File: src/rtl/uart_stream_pkg.sv
// Shared types and defaults for the memory-to-UART streaming controller.
package uart_stream_pkg;

  localparam int unsigned ADDR_W_DEF  = 16;
  localparam int unsigned DATA_W_DEF  = 8;
  localparam int unsigned MEM_LAT_MAX = 4;
  // Wide enough to count 0..MEM_LAT_MAX-1 read-latency cycles.
  localparam int unsigned LAT_CNT_W   = $clog2(MEM_LAT_MAX);

  typedef enum logic [2:0] {
    StIdle,
    StRd,
    StLat,
    StWaitTx,
    StSend,
    StAckHi,
    StAckLo,
    StFin
  } state_e;

endpackage

File: src/rtl/stream_addr_gen.sv
// Window address generator: captures base/length, walks the byte offset and
// counts bytes handed to the UART.
module stream_addr_gen
  import uart_stream_pkg::*;
#(
  parameter int unsigned ADDR_W = ADDR_W_DEF
) (
  input  logic              clk,
  input  logic              clear,
  input  logic              load,
  input  logic              advance,
  input  logic [ADDR_W-1:0] base_addr,
  input  logic [ADDR_W-1:0] len_m1,
  output logic [ADDR_W-1:0] mem_addr,
  output logic              last,
  output logic [ADDR_W:0]   byte_cnt
);

  logic [ADDR_W-1:0] base_q;
  logic [ADDR_W-1:0] len_q;
  logic [ADDR_W-1:0] offset_q;
  logic [ADDR_W:0]   cnt_q;
  logic              last_q;

  // Window registers: clear wins over load, load over advance.
  always_ff @(posedge clk) begin
    if (clear) begin
      base_q   <= '0;
      len_q    <= '0;
      offset_q <= '0;
      cnt_q    <= '0;
      last_q   <= 1'b0;
    end else if (load) begin
      base_q   <= base_addr;
      len_q    <= len_m1;
      offset_q <= '0;
      cnt_q    <= '0;
      last_q   <= 1'b0;
    end else if (advance) begin
      // last_q marks that the byte just written was the final one of the window.
      last_q   <= (offset_q == len_q);
      offset_q <= offset_q + 1'b1;
      cnt_q    <= cnt_q + 1'b1;
    end
  end

  // Address wraps silently modulo 2^ADDR_W.
  assign mem_addr = base_q + offset_q;
  assign last     = last_q;
  assign byte_cnt = cnt_q;

endmodule

File: src/rtl/uart_stream_ctrl.sv
// Streams a programmable window of memory bytes to a UART transmitter using
// its busy handshake, with abort and done/aborted completion pulses.
module uart_stream_ctrl
  import uart_stream_pkg::*;
#(
  parameter int unsigned ADDR_W  = ADDR_W_DEF,
  parameter int unsigned DATA_W  = DATA_W_DEF,
  parameter int unsigned MEM_LAT = 1
) (
  input  logic              clk,
  input  logic              rst_n,
  input  logic              start,
  input  logic              abort,
  input  logic [ADDR_W-1:0] base_addr,
  input  logic [ADDR_W-1:0] len_m1,
  output logic [ADDR_W-1:0] mem_addr,
  output logic              mem_rd_en,
  input  logic [DATA_W-1:0] mem_rdata,
  output logic [DATA_W-1:0] tx_data,
  output logic              tx_wr_en,
  input  logic              tx_busy,
  output logic              busy,
  output logic              done,
  output logic              aborted,
  output logic [ADDR_W:0]   byte_cnt
);

  state_e               state_q, state_d;
  logic                 abort_q;
  logic [LAT_CNT_W-1:0] lat_cnt_q;
  logic [DATA_W-1:0]    tx_data_q;
  logic                 done_q;
  logic                 aborted_q;
  logic                 load;
  logic                 advance;
  logic                 last;
  logic                 lat_done;
  logic                 capture;

  assign lat_done = (lat_cnt_q == LAT_CNT_W'(MEM_LAT - 1));
  assign load     = (state_q == StIdle) && start;
  assign advance  = (state_q == StSend);
  assign capture  = (state_q == StLat) && lat_done && !abort_q;

  stream_addr_gen #(
    .ADDR_W (ADDR_W)
  ) u_addr_gen (
    .clk       (clk),
    .clear     (~rst_n),
    .load      (load),
    .advance   (advance),
    .base_addr (base_addr),
    .len_m1    (len_m1),
    .mem_addr  (mem_addr),
    .last      (last),
    .byte_cnt  (byte_cnt)
  );

  // State, abort latch, latency counter, output byte and completion pulses.
  always_ff @(posedge clk) begin
    if (!rst_n) begin
      state_q   <= StIdle;
      abort_q   <= 1'b0;
      lat_cnt_q <= '0;
      tx_data_q <= '0;
      done_q    <= 1'b0;
      aborted_q <= 1'b0;
    end else begin
      state_q   <= state_d;
      // Abort seen alongside an accepted start is dropped: start wins.
      abort_q   <= (state_q == StIdle) ? 1'b0 : (abort_q | abort);
      lat_cnt_q <= (state_q == StLat) ? lat_cnt_q + 1'b1 : '0;
      if (capture) begin
        tx_data_q <= mem_rdata;
      end
      // A stream whose final byte completed reports done even if abort arrived too.
      done_q    <= (state_q == StFin) && last;
      aborted_q <= (state_q == StFin) && !last;
    end
  end

  // Next-state logic for the per-byte read/send/handshake sequence.
  always_comb begin
    state_d = state_q;
    unique case (state_q)
      StIdle:   if (start) state_d = StRd;
      StRd:     state_d = abort_q ? StFin : StLat;
      StLat: begin
        if (abort_q) begin
          state_d = StFin;
        end else if (lat_done) begin
          // Skip the wait state when the UART is already free.
          state_d = tx_busy ? StWaitTx : StSend;
        end
      end
      StWaitTx: begin
        if (abort_q) begin
          state_d = StFin;
        end else if (!tx_busy) begin
          state_d = StSend;
        end
      end
      StSend:   state_d = StAckHi;
      StAckHi:  if (tx_busy) state_d = StAckLo;
      StAckLo:  if (!tx_busy) state_d = (last || abort_q) ? StFin : StRd;
      StFin:    state_d = StIdle;
      default:  state_d = StIdle;
    endcase
  end

  assign mem_rd_en = (state_q == StRd);
  assign tx_wr_en  = (state_q == StSend);
  assign tx_data   = tx_data_q;
  assign busy      = (state_q != StIdle);
  assign done      = done_q;
  assign aborted   = aborted_q;

endmodule
File: config.mk
export PLATFORM = sky130hd
export DESIGN_NAME = uart_stream_ctrl
export DESIGN_NICKNAME = d
export VERILOG_FILES = /design/src/rtl/uart_stream_pkg.sv /design/src/rtl/stream_addr_gen.sv /design/src/rtl/uart_stream_ctrl.sv
export SDC_FILE = /design/constraint.sdc
export NUM_CORES = 1
export LEC_CHECK = 0
export ABC_AREA = 0
export BUFFER_PORTS_ARGS = -buffer_cell sky130_fd_sc_hd__buf_2
export CAP_MARGIN = 30
export CORE_MARGIN = 8
export CORE_UTILIZATION = 54
export CTS_CLUSTER_DIAMETER = 80
export DETAILED_ROUTE_END_ITERATION = 10
export PLACE_DENSITY = 0.79
export SYNTH_ARGS = -nofsm -noshare
export SYNTH_HDL_FRONTEND = slang
export SYNTH_SLANG_ARGS = --single-unit
File: constraint.sdc
create_clock -name clk -period 3.45 [get_ports clk]
set_input_delay 0.1725 -clock clk [delete_from_list [all_inputs] [get_ports clk]]
set_output_delay 0.1725 -clock clk [all_outputs]
set_load 0.02 [all_outputs]
# [Word level (Yosys, flattened, before mapping)]
# Cells that the tools add are included.
[totals] input_bits=45 regBits=82
[classes] muxes=11 n_reduce_logical=15 n_eq_ne=13 n_bitwise=2 n_addsub=4
[ops] cell="3-bit 2-to-1 mux" n=10
[ops] cell="3-bit case mux with 8 select lines" n=1
[ops] cell="17-bit by 1-bit adder with 17-bit output, second input constant" n=1
[ops] cell="16-bit by 1-bit adder with 16-bit output, second input constant" n=1
[ops] cell="16-bit adder" n=1
[ops] cell="16-bit equality test" n=1
[ops] cell="3-bit equality test, second input constant" n=4
[ops] cell="3-bit by 2-bit equality test with 1-bit output, second input constant" n=2
[ops] cell="2-bit != test, second input constant" n=3
[ops] cell="3-bit != test, second input constant" n=2
[ops] cell="1-bit logical AND" n=5
[ops] cell="5-bit AND reduction" n=1
[ops] cell="2-bit OR reduction" n=2
[ops] cell="3-bit by 1-bit equality test with 1-bit output, second input constant" n=1
[ops] cell="3-bit logical NOT" n=1
[ops] cell="3-bit nonzero test" n=1
[ops] cell="2-bit by 1-bit adder with 2-bit output, second input constant" n=1
[ops] cell="1-bit logical NOT" n=2
[ops] cell="2-bit logical NOT" n=1
[ops] cell="2-bit AND reduction" n=1
[ops] cell="1-bit logical OR" n=1
[ops] cell="1-bit inverter" n=1
[ops] cell="1-bit bitwise OR" n=1

# [Logic depth before layout (Yosys ltp)]
[logic_depth] depth_word=4 mapped_depth=8 depth_no_buf=7

# [Cells and area by module]
# From an unflattened synthesis, not the netlist that was laid out.
[hier_totals] hier_cells=471 area_unflattened_um2=4209.0
[by_module_without_submodules] mod="stream_addr_gen" instances=1 area_each_um2=3429.5 cells_each=382
[by_module_without_submodules] mod="uart_stream_ctrl" instances=1 area_each_um2=779.5 cells_each=89

# [Worst setup path after synthesis]
# OpenSTA, ideal clock, no wires.
[synth_path] path_kind="register to output" startpoint="register u_addr_gen.offset_q[0]" endpoint="output port mem_addr[12]" path_slack_ps=1132 stages_incl_launch_ff=8 t_arrival_ps=2145 path_cell_list="dfxtp_1 ha_1 fa_1 a21oi_1 o221ai_1 a21oi_1 o21ai_0 xnor2_1"
[synth_between] elab_chain_cells=1
[synth_rtl] item="from (decl)" line_no="stream_addr_gen.sv:21" rtl="logic [ADDR_W-1:0] offset_q;"
[synth_rtl] item="from (signal assigned)" line_no="stream_addr_gen.sv:42" rtl="offset_q <= offset_q + 1'b1;"
[synth_rtl] item="16-bit adder" line_no="stream_addr_gen.sv:48" rtl="assign mem_addr = base_q + offset_q;"
[synth_rtl] item="to (decl)" line_no="uart_stream_ctrl.sv:16" rtl="output logic [ADDR_W-1:0] mem_addr,"
# No other way between the ends.

# [Worst setup path in the final report]
# Ends and elaborated chain as after synthesis.

==> metrics.cfg <==
[sta]
worst_pin_slew_ns=0.567
timing.final.hold_violations=0
rsz0062_at_grt=no
relSlewSlack=0.622
drv_slew=0
whs_ns=0.0549
period_needed_ns=2.87
setup_viol=0
fin_ws_ns=0.579
max_freq_mhz=348
finClkSkew_ns=0.00792
layout_worst_path_cycle_share=0.832
setup_tns_ns=0

[die]
fp.dieW_microns=104
coreArea_sq_um=7650
dieArea_sq_um=10900
io_pins=91
die_y_microns=104
num_rows=32
start_util=0.553

[setup_path]
cp_max_fo=5
critical_path_arrival_ns=2.70
worstSetupEndpoint=mem_addr[12]
critPathLaunch=u_addr_gen.offset_q[0]
cp-end-kind=output pin
crit_family=compound AO/OA/AOI/OAI gates
rr_endpoint=u_addr_gen.offset_q[6]
cpMostUsedCell=a21oi_1
crit_chain=ha_1, fa_1, a21oi_1, o221ai_1, a21oi_1, o21ai_0, xnor2_1, buf_2
r2r_cells=6
cp.required_ns=3.28
r2r_slack_ns=1.51
worst_setup_path_start_kind=flop
r2r_start=state_q[2]
cp_slowest_cell=fa_1
slowest_delay_ns=0.40
crit_buf_inv=1
cp.depth=8
worst-setup-path-type=reg2out

[clock_tree]
cts_hold_buf=0
clock_latency_ns=0.35
cts_buffers=9
cts_tree=built
h-tree-depth=3
clkSinkCount=82
ctsResizeCount=0
post-cts-setup-buffer-count=0
clockBufferDepth=2
clk_pin_slew_ns=0.08
cts_root_buf=clkbuf_8

[global_route]
grt_pass1_wl_mm=17.2
first_global_vias=3677
track_usage=0.188
grt-ovfl-total=0
grt_start_max_net_pins=36
antenna_found_initial=0

[logic_synthesis]
syn-cell-area_sq_um=4230
avgSynthCellArea_sq_um=8.24
synthCells=513
synthesis.nets=577
yosys_most_used_dff=dfxtp_1
synth_seq_area_share=0.388
async_reset_ff_frac=0
ys_ff_latch=82
yosys_warnings=0
ys_types=49
synth-edff-count=0

[route]
num_vias=3712
viasPerCell=5.30
drt_pass1_iterations=4
ant_nets=0
dr.first_iter.drc_count=233
wirelength_mm=10.0
drc_errors=0
wl_per_cell_microns=14.4

[cells_and_area]
fill_cells=689
drive_gt1_frac=0.197
layout.nets=658
n_antenna_cell=0
area_growth_pct=16.7

[job]
cap_viol_max_count=0

[pwr]
p_leak_nw=2.17
vdd_ir_drop_max_mv=0.434
powerDensity_nw_per_um2=565

[placed_design]
dpl_worst_slack_ns=0.997
port_buffers=90
place_congestion=0.918
dp.final_hpwl_mm=7.51

[run_status]
status=completed

[worst_hold_path]
hold_class=in2reg

cells in the final DEF, fill, tap and decap left out, types with 11 or more instances in the layout:
cell / Yosys / routed
a21oi_1: 57 / 57
buf_2: 10 / 90
dfxtp_1: 82 / 82
ha_1: 18 / 18
inv_1: 14 / 14
mux2i_1: 11 / 11
nand2_1: 84 / 84
nand3_1: 12 / 12
nand4_1: 11 / 11
nor2_1: 53 / 53
o21ai_0: 16 / 16
xnor2_1: 38 / 38
xor2_1: 18 / 18
where the power goes:
part | switching [W] | leakage [nW] | internal, W
sequential | 0.000136 | 0.666 | 0.00106
combinational | 0.000518 | 1.39 | 0.000328
clock | 0.000336 | 0.107 | 0.000404
total | 0.000990 | 2.17 | 0.00180
registers in the layout, summed over array words and instances (netlist names):
register / flops
u_addr_gen.byte_cnt: 17
abort_q: 1
u_addr_gen.len_q: 16
done: 1
u_addr_gen.last: 1
u_addr_gen.base_q: 16
lat_cnt_q: 2
u_addr_gen.offset_q: 16
aborted: 1
tx_data: 8
state_q: 3
metal layers:
| layer | wire length, microns | vias to the layer above | global-route usage |
|---|---|---|---|
| met5 | 0 | - | 0 |
| met4 | 131 | 0 | 0.0734 |
| met3 | 814 | 13 | 0.0564 |
| met2 | 4580 | 124 | 0.303 |
| met1 | 4520 | 1665 | 0.228 |
| li1 | - | 1910 | - |
Yosys cell counts, types with 10 or more instances:
master / instances / area share
a21oi_1: 57 / 0.067
buf_2: 10 / 0.012
clkbuf_1: 12 / 0.011
dfxtp_1: 82 / 0.39
ha_1: 18 / 0.053
inv_1: 14 / 0.012
mux2i_1: 11 / 0.026
nand2_1: 84 / 0.075
nand3_1: 12 / 0.014
nand4_1: 11 / 0.016
nor2_1: 53 / 0.047
o21ai_0: 16 / 0.019
xnor2_1: 38 / 0.079
xor2_1: 18 / 0.037
layout make-up:
cell class	count	area [sq um]	share of cell area
clock buffers	10	128	0.0259
inverters	15	56.3	0.0114
flip-flops and latches	82	1640	0.333
clock inverters	5	78.8	0.0160
well taps	102	128	0.0259
repair buffers	95	488	0.0989
multi-input cells	391	2410	0.489
kinds of logic after synthesis:
group,synth area share
compound gates,0.136
xor+xnor,0.116
fa+ha+maj,0.0580
buf+inv,0.0411
flops,0.388
mux,0.0260
simple gates,0.235
worst register-to-register path, stage by stage (launching register included):
cell     delay (ns)
dfxtp_1        0.68
nor3b_2        0.26
buf_4          0.20
and3_1         0.31
nand4_1        0.14
xor2_1         0.16
nor2_1         0.06
how the worst min path moves through the flow:
| stage | start | to | slack [ns] | depth (start not counted) |
|---|---|---|---|---|
| floorplan | rst_n | abort_q | 0.31 | 2 |
| global placement | mem_rdata[0] | tx_data[0] | 0.40 | 3 |
| detailed placement | mem_rdata[5] | tx_data[5] | 0.42 | 3 |
| CTS | len_m1[6] | u_addr_gen.len_q[6] | 0.04 | 3 |
| global route | base_addr[6] | u_addr_gen.base_q[6] | 0.05 | 3 |
| finish | len_m1[6] | u_addr_gen.len_q[6] | 0.05 | 3 |
metrics by stage:
stage / util / cells / total power (W) / area [sq um]
6_report: 0.645 / 700 / 0.00279 / 4930
5_1_grt: 0.645 / 700 / 0.00296 / 4930
4_1_cts: 0.645 / 700 / 0.00281 / 4930
3_5_place_dp: 0.618 / 685 / 0.00207 / 4730
3_3_place_gp: 0.618 / 685 / 0.00205 / 4730
2_1_floorplan: - / 513 / 0.00184 / 4230
Power figures use the tool's default switching activity.
